[src/rtl/meta_tag_array.sv]
// meta_tag_array: valid + tag + true-LRU metadata store for a set-associative cache.
//
// Lookup is registered, with a latency of one cycle. The array is read
// combinationally in the request cycle, and the rsp_* outputs update on the
// next rising edge. A fill writes the tag, sets valid and makes the way MRU.
// The inv_all pulse starts a sweep of exactly SETS cycles. Each sweep cycle
// clears one set and restores that set's ages to the way index.
//
// Ports:
//   clk, rst          rising-edge clock; asynchronous active-low reset
//   lk_valid/set/tag  lookup request
//   rsp_valid/hit     registered response valid / hit
//   rsp_way           one-hot hit way (zero on miss)
//   rsp_victim        one-hot replacement candidate (held while rsp_valid=0)
//   fill_valid/set/tag/way   tag write into a one-hot way
//   inv_all, busy     invalidate-all sweep start pulse / sweep in progress
//   parity_err        registered parity-error pulse
//
// Optional feature macro: META_TAG_PARITY_EN
//   Defined:   each entry stores an even-parity bit over {valid, tag}. A
//              mismatch in the indexed set suppresses the hit, pulses
//              parity_err and reports the faulty way as the victim.
//   Undefined: no parity storage, and parity_err is tied to 0.
module meta_tag_array #(
  parameter int SETS  = 64,
  parameter int WAYS  = 2,
  parameter int TAG_W = 6,
  localparam int SET_W = (SETS > 1) ? $clog2(SETS) : 1,
  localparam int AGE_W = (WAYS > 1) ? $clog2(WAYS) : 1
) (
  input  logic             clk,
  input  logic             rst,
  input  logic             lk_valid,
  input  logic [SET_W-1:0] lk_set,
  input  logic [TAG_W-1:0] lk_tag,
  output logic             rsp_valid,
  output logic             rsp_hit,
  output logic [WAYS-1:0]  rsp_way,
  output logic [WAYS-1:0]  rsp_victim,
  input  logic             fill_valid,
  input  logic [SET_W-1:0] fill_set,
  input  logic [TAG_W-1:0] fill_tag,
  input  logic [WAYS-1:0]  fill_way,
  input  logic             inv_all,
  output logic             busy,
  output logic             parity_err
);

  typedef enum logic [0:0] {
    ST_IDLE  = 1'b0,
    ST_SWEEP = 1'b1
  } state_t;

  // A fill target must name exactly one way.
  function automatic logic is_onehot(input logic [WAYS-1:0] x);
    return (x != '0) && ((x & (x - WAYS'(1))) == '0);
  endfunction

  // Isolate the lowest set bit (lowest-index priority).
  function automatic logic [WAYS-1:0] lowest_oh(input logic [WAYS-1:0] x);
    return x & (~x + WAYS'(1));
  endfunction

`ifdef META_TAG_PARITY_EN
  // Even parity: stored bit makes {valid, tag, par} have an even number of ones.
  function automatic logic even_par(input logic v, input logic [TAG_W-1:0] t);
    return ^{v, t};
  endfunction
`endif

  state_t           state_r;
  logic [SET_W-1:0] sweep_cnt_r;
  logic             busy_r;

  logic [WAYS-1:0]  valid_r [SETS];
  logic [TAG_W-1:0] tag_r   [SETS][WAYS];
  logic [AGE_W-1:0] age_r   [SETS][WAYS];
`ifdef META_TAG_PARITY_EN
  logic             par_r   [SETS][WAYS];
  logic             parity_err_r;
`endif

  logic             rsp_valid_r;
  logic             rsp_hit_r;
  logic [WAYS-1:0]  rsp_way_r;
  logic [WAYS-1:0]  rsp_victim_r;

  logic [WAYS-1:0]  hit_vec_s;
  logic [WAYS-1:0]  hit_oh_s;
  logic [WAYS-1:0]  inv_vec_s;
  logic [WAYS-1:0]  age_max_vec_s;
  logic [WAYS-1:0]  perr_vec_s;
  logic [WAYS-1:0]  victim_s;
  logic             perr_s;
  logic             hit_s;
  logic             lk_en_s;
  logic             fill_en_s;
  logic             lk_upd_s;
  logic             sweep_clr_s;
  logic [AGE_W-1:0] fill_old_s;
  logic [AGE_W-1:0] hit_old_s;
  logic [AGE_W-1:0] fill_age_nx_s [WAYS];
  logic [AGE_W-1:0] hit_age_nx_s  [WAYS];

  assign lk_en_s     = lk_valid & ~busy_r;
  assign fill_en_s   = fill_valid & ~busy_r & is_onehot(fill_way);
  // A fill to the same set takes precedence, so the lookup's LRU touch is dropped.
  assign lk_upd_s    = lk_en_s & hit_s & ~(fill_en_s & (fill_set == lk_set));
  assign sweep_clr_s = (state_r == ST_SWEEP);

  // Lookup read: tag compare, parity check and victim choice for lk_set.
  always_comb begin
    hit_vec_s     = '0;
    inv_vec_s     = '0;
    age_max_vec_s = '0;
    perr_vec_s    = '0;
    for (int w = 0; w < WAYS; w++) begin
      hit_vec_s[w]     = valid_r[lk_set][w] && (tag_r[lk_set][w] == lk_tag);
      inv_vec_s[w]     = ~valid_r[lk_set][w];
      age_max_vec_s[w] = (age_r[lk_set][w] == AGE_W'(WAYS - 1));
`ifdef META_TAG_PARITY_EN
      perr_vec_s[w]    = ^{valid_r[lk_set][w], tag_r[lk_set][w], par_r[lk_set][w]};
`endif
    end
    perr_s   = |perr_vec_s;
    hit_oh_s = perr_s ? '0 : lowest_oh(hit_vec_s);
    hit_s    = |hit_oh_s;
    if (perr_s) begin
      victim_s = lowest_oh(perr_vec_s);
    end else if (WAYS == 1) begin
      victim_s = WAYS'(1);
    end else if (|inv_vec_s) begin
      victim_s = lowest_oh(inv_vec_s);
    end else begin
      victim_s = age_max_vec_s;
    end
  end

  // Next LRU ages for the fill set and the hit set. The accessed way becomes 0,
  // and every way younger than it ages by one.
  always_comb begin
    fill_old_s = '0;
    hit_old_s  = '0;
    for (int w = 0; w < WAYS; w++) begin
      fill_old_s |= fill_way[w] ? age_r[fill_set][w] : '0;
      hit_old_s  |= hit_oh_s[w] ? age_r[lk_set][w]   : '0;
    end
    for (int w = 0; w < WAYS; w++) begin
      fill_age_nx_s[w] = fill_way[w] ? '0 :
                         (age_r[fill_set][w] < fill_old_s) ? age_r[fill_set][w] + AGE_W'(1) :
                         age_r[fill_set][w];
      hit_age_nx_s[w]  = hit_oh_s[w] ? '0 :
                         (age_r[lk_set][w] < hit_old_s) ? age_r[lk_set][w] + AGE_W'(1) :
                         age_r[lk_set][w];
    end
  end

  // Invalidate-all sequencer: IDLE -> SWEEP for exactly SETS cycles.
  always_ff @(posedge clk or negedge rst) begin
    if (!rst) begin
      state_r     <= ST_IDLE;
      sweep_cnt_r <= '0;
      busy_r      <= 1'b0;
    end else begin
      case (state_r)
        ST_IDLE: begin
          if (inv_all) begin
            state_r     <= ST_SWEEP;
            sweep_cnt_r <= '0;
            busy_r      <= 1'b1;
          end else begin
            busy_r      <= 1'b0;
          end
        end
        ST_SWEEP: begin
          if (sweep_cnt_r == SET_W'(SETS - 1)) begin
            state_r <= ST_IDLE;
            busy_r  <= 1'b0;
          end else begin
            sweep_cnt_r <= sweep_cnt_r + SET_W'(1);
          end
        end
        default: begin
          state_r <= ST_IDLE;
          busy_r  <= 1'b0;
        end
      endcase
    end
  end

  // Metadata storage: sweep clear, fill write, and the lookup-hit LRU touch.
  always_ff @(posedge clk or negedge rst) begin
    if (!rst) begin
      for (int s = 0; s < SETS; s++) begin
        valid_r[s] <= '0;
        for (int w = 0; w < WAYS; w++) begin
          tag_r[s][w] <= '0;
          age_r[s][w] <= AGE_W'(w);
`ifdef META_TAG_PARITY_EN
          par_r[s][w] <= 1'b0;
`endif
        end
      end
    end else begin
      for (int s = 0; s < SETS; s++) begin
        if (sweep_clr_s && (sweep_cnt_r == SET_W'(s))) begin
          valid_r[s] <= '0;
          for (int w = 0; w < WAYS; w++) begin
            age_r[s][w] <= AGE_W'(w);
`ifdef META_TAG_PARITY_EN
            par_r[s][w] <= even_par(1'b0, tag_r[s][w]);
`endif
          end
        end else if (fill_en_s && (fill_set == SET_W'(s))) begin
          for (int w = 0; w < WAYS; w++) begin
            age_r[s][w] <= fill_age_nx_s[w];
            if (fill_way[w]) begin
              valid_r[s][w] <= 1'b1;
              tag_r[s][w]   <= fill_tag;
`ifdef META_TAG_PARITY_EN
              par_r[s][w]   <= even_par(1'b1, fill_tag);
`endif
            end
          end
        end else if (lk_upd_s && (lk_set == SET_W'(s))) begin
          for (int w = 0; w < WAYS; w++) begin
            age_r[s][w] <= hit_age_nx_s[w];
          end
        end
      end
    end
  end

  // Registered lookup response; the victim holds while no response is issued.
  always_ff @(posedge clk or negedge rst) begin
    if (!rst) begin
      rsp_valid_r  <= 1'b0;
      rsp_hit_r    <= 1'b0;
      rsp_way_r    <= '0;
      rsp_victim_r <= '0;
    end else begin
      rsp_valid_r <= lk_en_s;
      if (lk_en_s) begin
        rsp_hit_r    <= hit_s;
        rsp_way_r    <= hit_oh_s;
        rsp_victim_r <= victim_s;
      end else begin
        rsp_hit_r    <= 1'b0;
        rsp_way_r    <= '0;
      end
    end
  end

`ifdef META_TAG_PARITY_EN
  // Parity-error pulse, aligned with the lookup response.
  always_ff @(posedge clk or negedge rst) begin
    if (!rst) begin
      parity_err_r <= 1'b0;
    end else begin
      parity_err_r <= lk_en_s & perr_s;
    end
  end
  assign parity_err = parity_err_r;
`else
  assign parity_err = 1'b0;
`endif

  assign rsp_valid  = rsp_valid_r;
  assign rsp_hit    = rsp_hit_r;
  assign rsp_way    = rsp_way_r;
  assign rsp_victim = rsp_victim_r;
  assign busy       = busy_r;

endmodule
[config.mk]
export PLATFORM = sky130hd
export DESIGN_NAME = meta_tag_array
export DESIGN_NICKNAME = d
export VERILOG_FILES = /design/src/rtl/meta_tag_array.sv
export SDC_FILE = /design/constraint.sdc
export NUM_CORES = 2
export LEC_CHECK = 0
export BUFFER_PORTS_ARGS = -buffer_cell sky130_fd_sc_hd__buf_2
export CORE_MARGIN = 10
export CORE_UTILIZATION = 27
export CTS_CLUSTER_SIZE = 10
export DETAILED_ROUTE_END_ITERATION = 8
export GPL_ROUTABILITY_DRIVEN = 0
export GPL_TIMING_DRIVEN = 0
export HOLD_SLACK_MARGIN = 0.06
export SYNTH_ARGS = -nofsm -noshare
export SYNTH_HDL_FRONTEND = slang
export SYNTH_SLANG_ARGS = --single-unit
export TNS_END_PERCENT = 5
[constraint.sdc]
create_clock -name clk -period 4.2 [get_ports clk]
set_input_delay 0.21 -clock clk [delete_from_list [all_inputs] [get_ports clk]]
set_output_delay 0.21 -clock clk [all_outputs]
set_load 0.01 [all_outputs]
==> flow_metrics.tcl <==
set metrics [dict create \
    dp.cells 6729 \
    fin_ws_ns -0.124 \
    die_h_um 461 \
    p_leak_nw 27.5 \
    async_reset_ff_share_pct 100 \
    synthFlopType "dfrtp_1" \
    dieArea_um2 212000 \
    drive_gt1_share_pct 33.8 \
    yosys-top-cells-area "dfrtp_1 46%, mux2_2 17%, mux4_2 10%, nand2_1 4.0%, mux2i_1 3.6%" \
    ioPinCount 39 \
    max_freq_mhz 231 \
    dp_hpwl_mm 164 \
    fin_cells 6914 \
    synth_edf_count 0 \
    r2r_setup_slack_ns -0.12 \
    clock_sinks 1038 \
    max-cap-violations 0 \
    final_net_count 4369 \
    reg2regPathDepth 7 \
    portBuffers 23 \
    wire_per_inst_um 33.0 \
    syn_area_um2 52500 \
    cts_buffers 119 \
    htree_levels 3 \
    endpoint_kind "register" \
    netlist.area_leader.share_pct 46.5 \
    crit_fanout 7 \
    synth.most_common_cell "dfrtp_1" \
    clock_latency_ns 0.77 \
    peakVddDrop_v 0.000382 \
    violations "negative setup slack" \
    fin_tns_setup_ns -3.83 \
    critPathLaunchType "register" \
    area_growth_pct 14.2 \
    p_per_area_nw_per_um2 449 \
    synth.distinct_cells 81 \
    slew_violations 0 \
    cts_tree "done" \
    grt_antenna_before_repair 12 \
    coreArea_um2 193000 \
    period_share_pct 103 \
    grt_pass1_vias 40000 \
    avgViaCountPerCell 5.97 \
    ys_ff_latch 1038 \
    syn_avg_cell_area_um2 12.6 \
    cts_root_buf "clkbuf_16" \
    r2r-end "tag_r[544]" \
    grt_pass1_wl_mm 314 \
    setup_viol 59 \
    rows 161 \
    ant_nets 0 \
    start_util_pct 27.2 \
    worst_slew_pin_slew_ns 1.49 \
    grt_max_degree 164 \
    r2r_start "busy" \
    synth_top_cells_by_count "974 x dfrtp_1, 782 x mux2_2, 563 x nand2_1" \
    final_hold_viol_count 0 \
    holdWs_ns 0.108 \
    worst-setup-path-type "reg -> reg" \
    grt-ovfl-total 0 \
    place_area_um2 56000 \
    synth_nets 4207 \
    synth_warnings 0 \
    grt.total_usage_pct 20.7 \
    worstPathArrival_ns 4.96 \
    wl_mm 228 \
    finalInstanceArea_um2 59900 \
    syn_inst 4172 \
    hp-class "in -> async" \
    crit_required_ns 4.83 \
    drc_errors 0 \
    slew_headroom_pct 0.676 \
    vias 41300 \
    cts_buffer_depth 3 \
    p_total_w 0.0269 \
    skew_ns 0.0529 \
    drt-initial-drc-count 6487 \
    die_w_um 461 \
    status "finished with violations" \
    finalWorstPathRequiredPeriod_ns 4.32 \
    synth_seq_area_share_pct 49.7 \
    yosysTopAreaCell "dfrtp_1" \
    path_clk_slew_ns 0.06 \
    dr.pass1.iters 9 \
]
## worst max-delay path, stage by stage (launching register included)
cell	delay (ns)
dfrtp_1	0.47
and3b_1	0.42
nand2_1	0.11
nor2_1	0.40
nand2_1	0.42
nor3b_1	1.17
nand2_1	0.73
mux2_2	0.46
## what timing repair did
item,in CTS,in global routing
endpoints found under the setup margin,131,121
pin swaps,4,2
gates resized for setup,81,73
endpoints found under the hold margin,138,0
buffers inserted,10,0
hold buffers,2,0
## power by group
part | internal [W] | switching (W) | leakage [nW]
clock | 0.00532 | 0.00425 | 1.63
combinational | 0.00195 | 0.00334 | 12.1
sequential | 0.0113 | 0.000753 | 13.8
## state kept, by name (all words and copies together) (netlist names), 2 cells and up
register,count
sweep_cnt_r,6
valid_r,128
rsp_victim,2
age_r,128
rsp_way,2
tag_r,768
## worst max path at each step
stage	startpoint	end	slack [ns]	depth (start not counted)
after floorplan	lk_set[0]	age_r[75]	0.68	14
after global placement	rst	age_r[27]	-19.67	1
after detailed placement	lk_set[2]	age_r[95]	-2.37	15
after CTS	tag_r[50]	age_r[72]	-0.007	14
after global routing	lk_set[1]	age_r[79]	-0.01	17
final	busy	tag_r[544]	-0.12	7
## logic make-up (layout without fill, tap and decap cells)
| logic type | count (synthesis) | count (layout) | share of synthesized area, % |
|---|---|---|---|
| other cells | 1 | 12 | 0.00715 |
| flops | 1038 | 1038 | 49.7 |
| fa+ha+maj | 4 | 4 | 0.0954 |
| buf+inv | 341 | 546 | 3.21 |
| mux | 1203 | 1203 | 30.4 |
| xor+xnor | 19 | 19 | 0.317 |
| compound gates | 552 | 552 | 7.61 |
| simple gates | 1014 | 1014 | 8.69 |
## placed cells by master (no fill, tap or decap), drive strengths merged, types with 42 or more instances in the layout
cell type	n
o31ai	50
mux2	782
nor2	108
a22oi	74
a21oi	119
and3	42
nand2	563
dfrtp	974
o21ai	50
nand3	96
dfstp	64
mux2i	187
clkbuf	333
nor3	64
buf	160
mux4	234
a211oi	47
## per-layer routing
layer,part of all wire (%),GRT usage [%]
met5,0.026,0
met4,8.1,13.5
met3,12,6.91
met1,37,26.1
met2,42,30.2
## metrics by stage
| stage | util, % | setup WS (ns) |
|---|---|---|
| 5_1_grt | 31.1 | -0.00955 |
| 3_5_place_dp | 29.0 | -2.37 |
| 3_3_place_gp | 28.9 | -19.67 |
| 6_report | 31.1 | -0.124 |
| 2_1_floorplan | - | 0.681 |
| 4_1_cts | 30.9 | -0.00730 |
## cell type report
type	count	area, µm²
Antenna cell	11	27.5
Buffer	301	1820
Clock buffer	154	3210
Clock inverter	10	160
Fill cell	19200	133000
Inverter	38	144
Multi-Input combinational cell	2793	24900
Sequential cell	1038	26100
Tap cell	2526	3160
Timing Repair Buffer	43	429
Note: power is estimated with default switching activity, not from simulation.
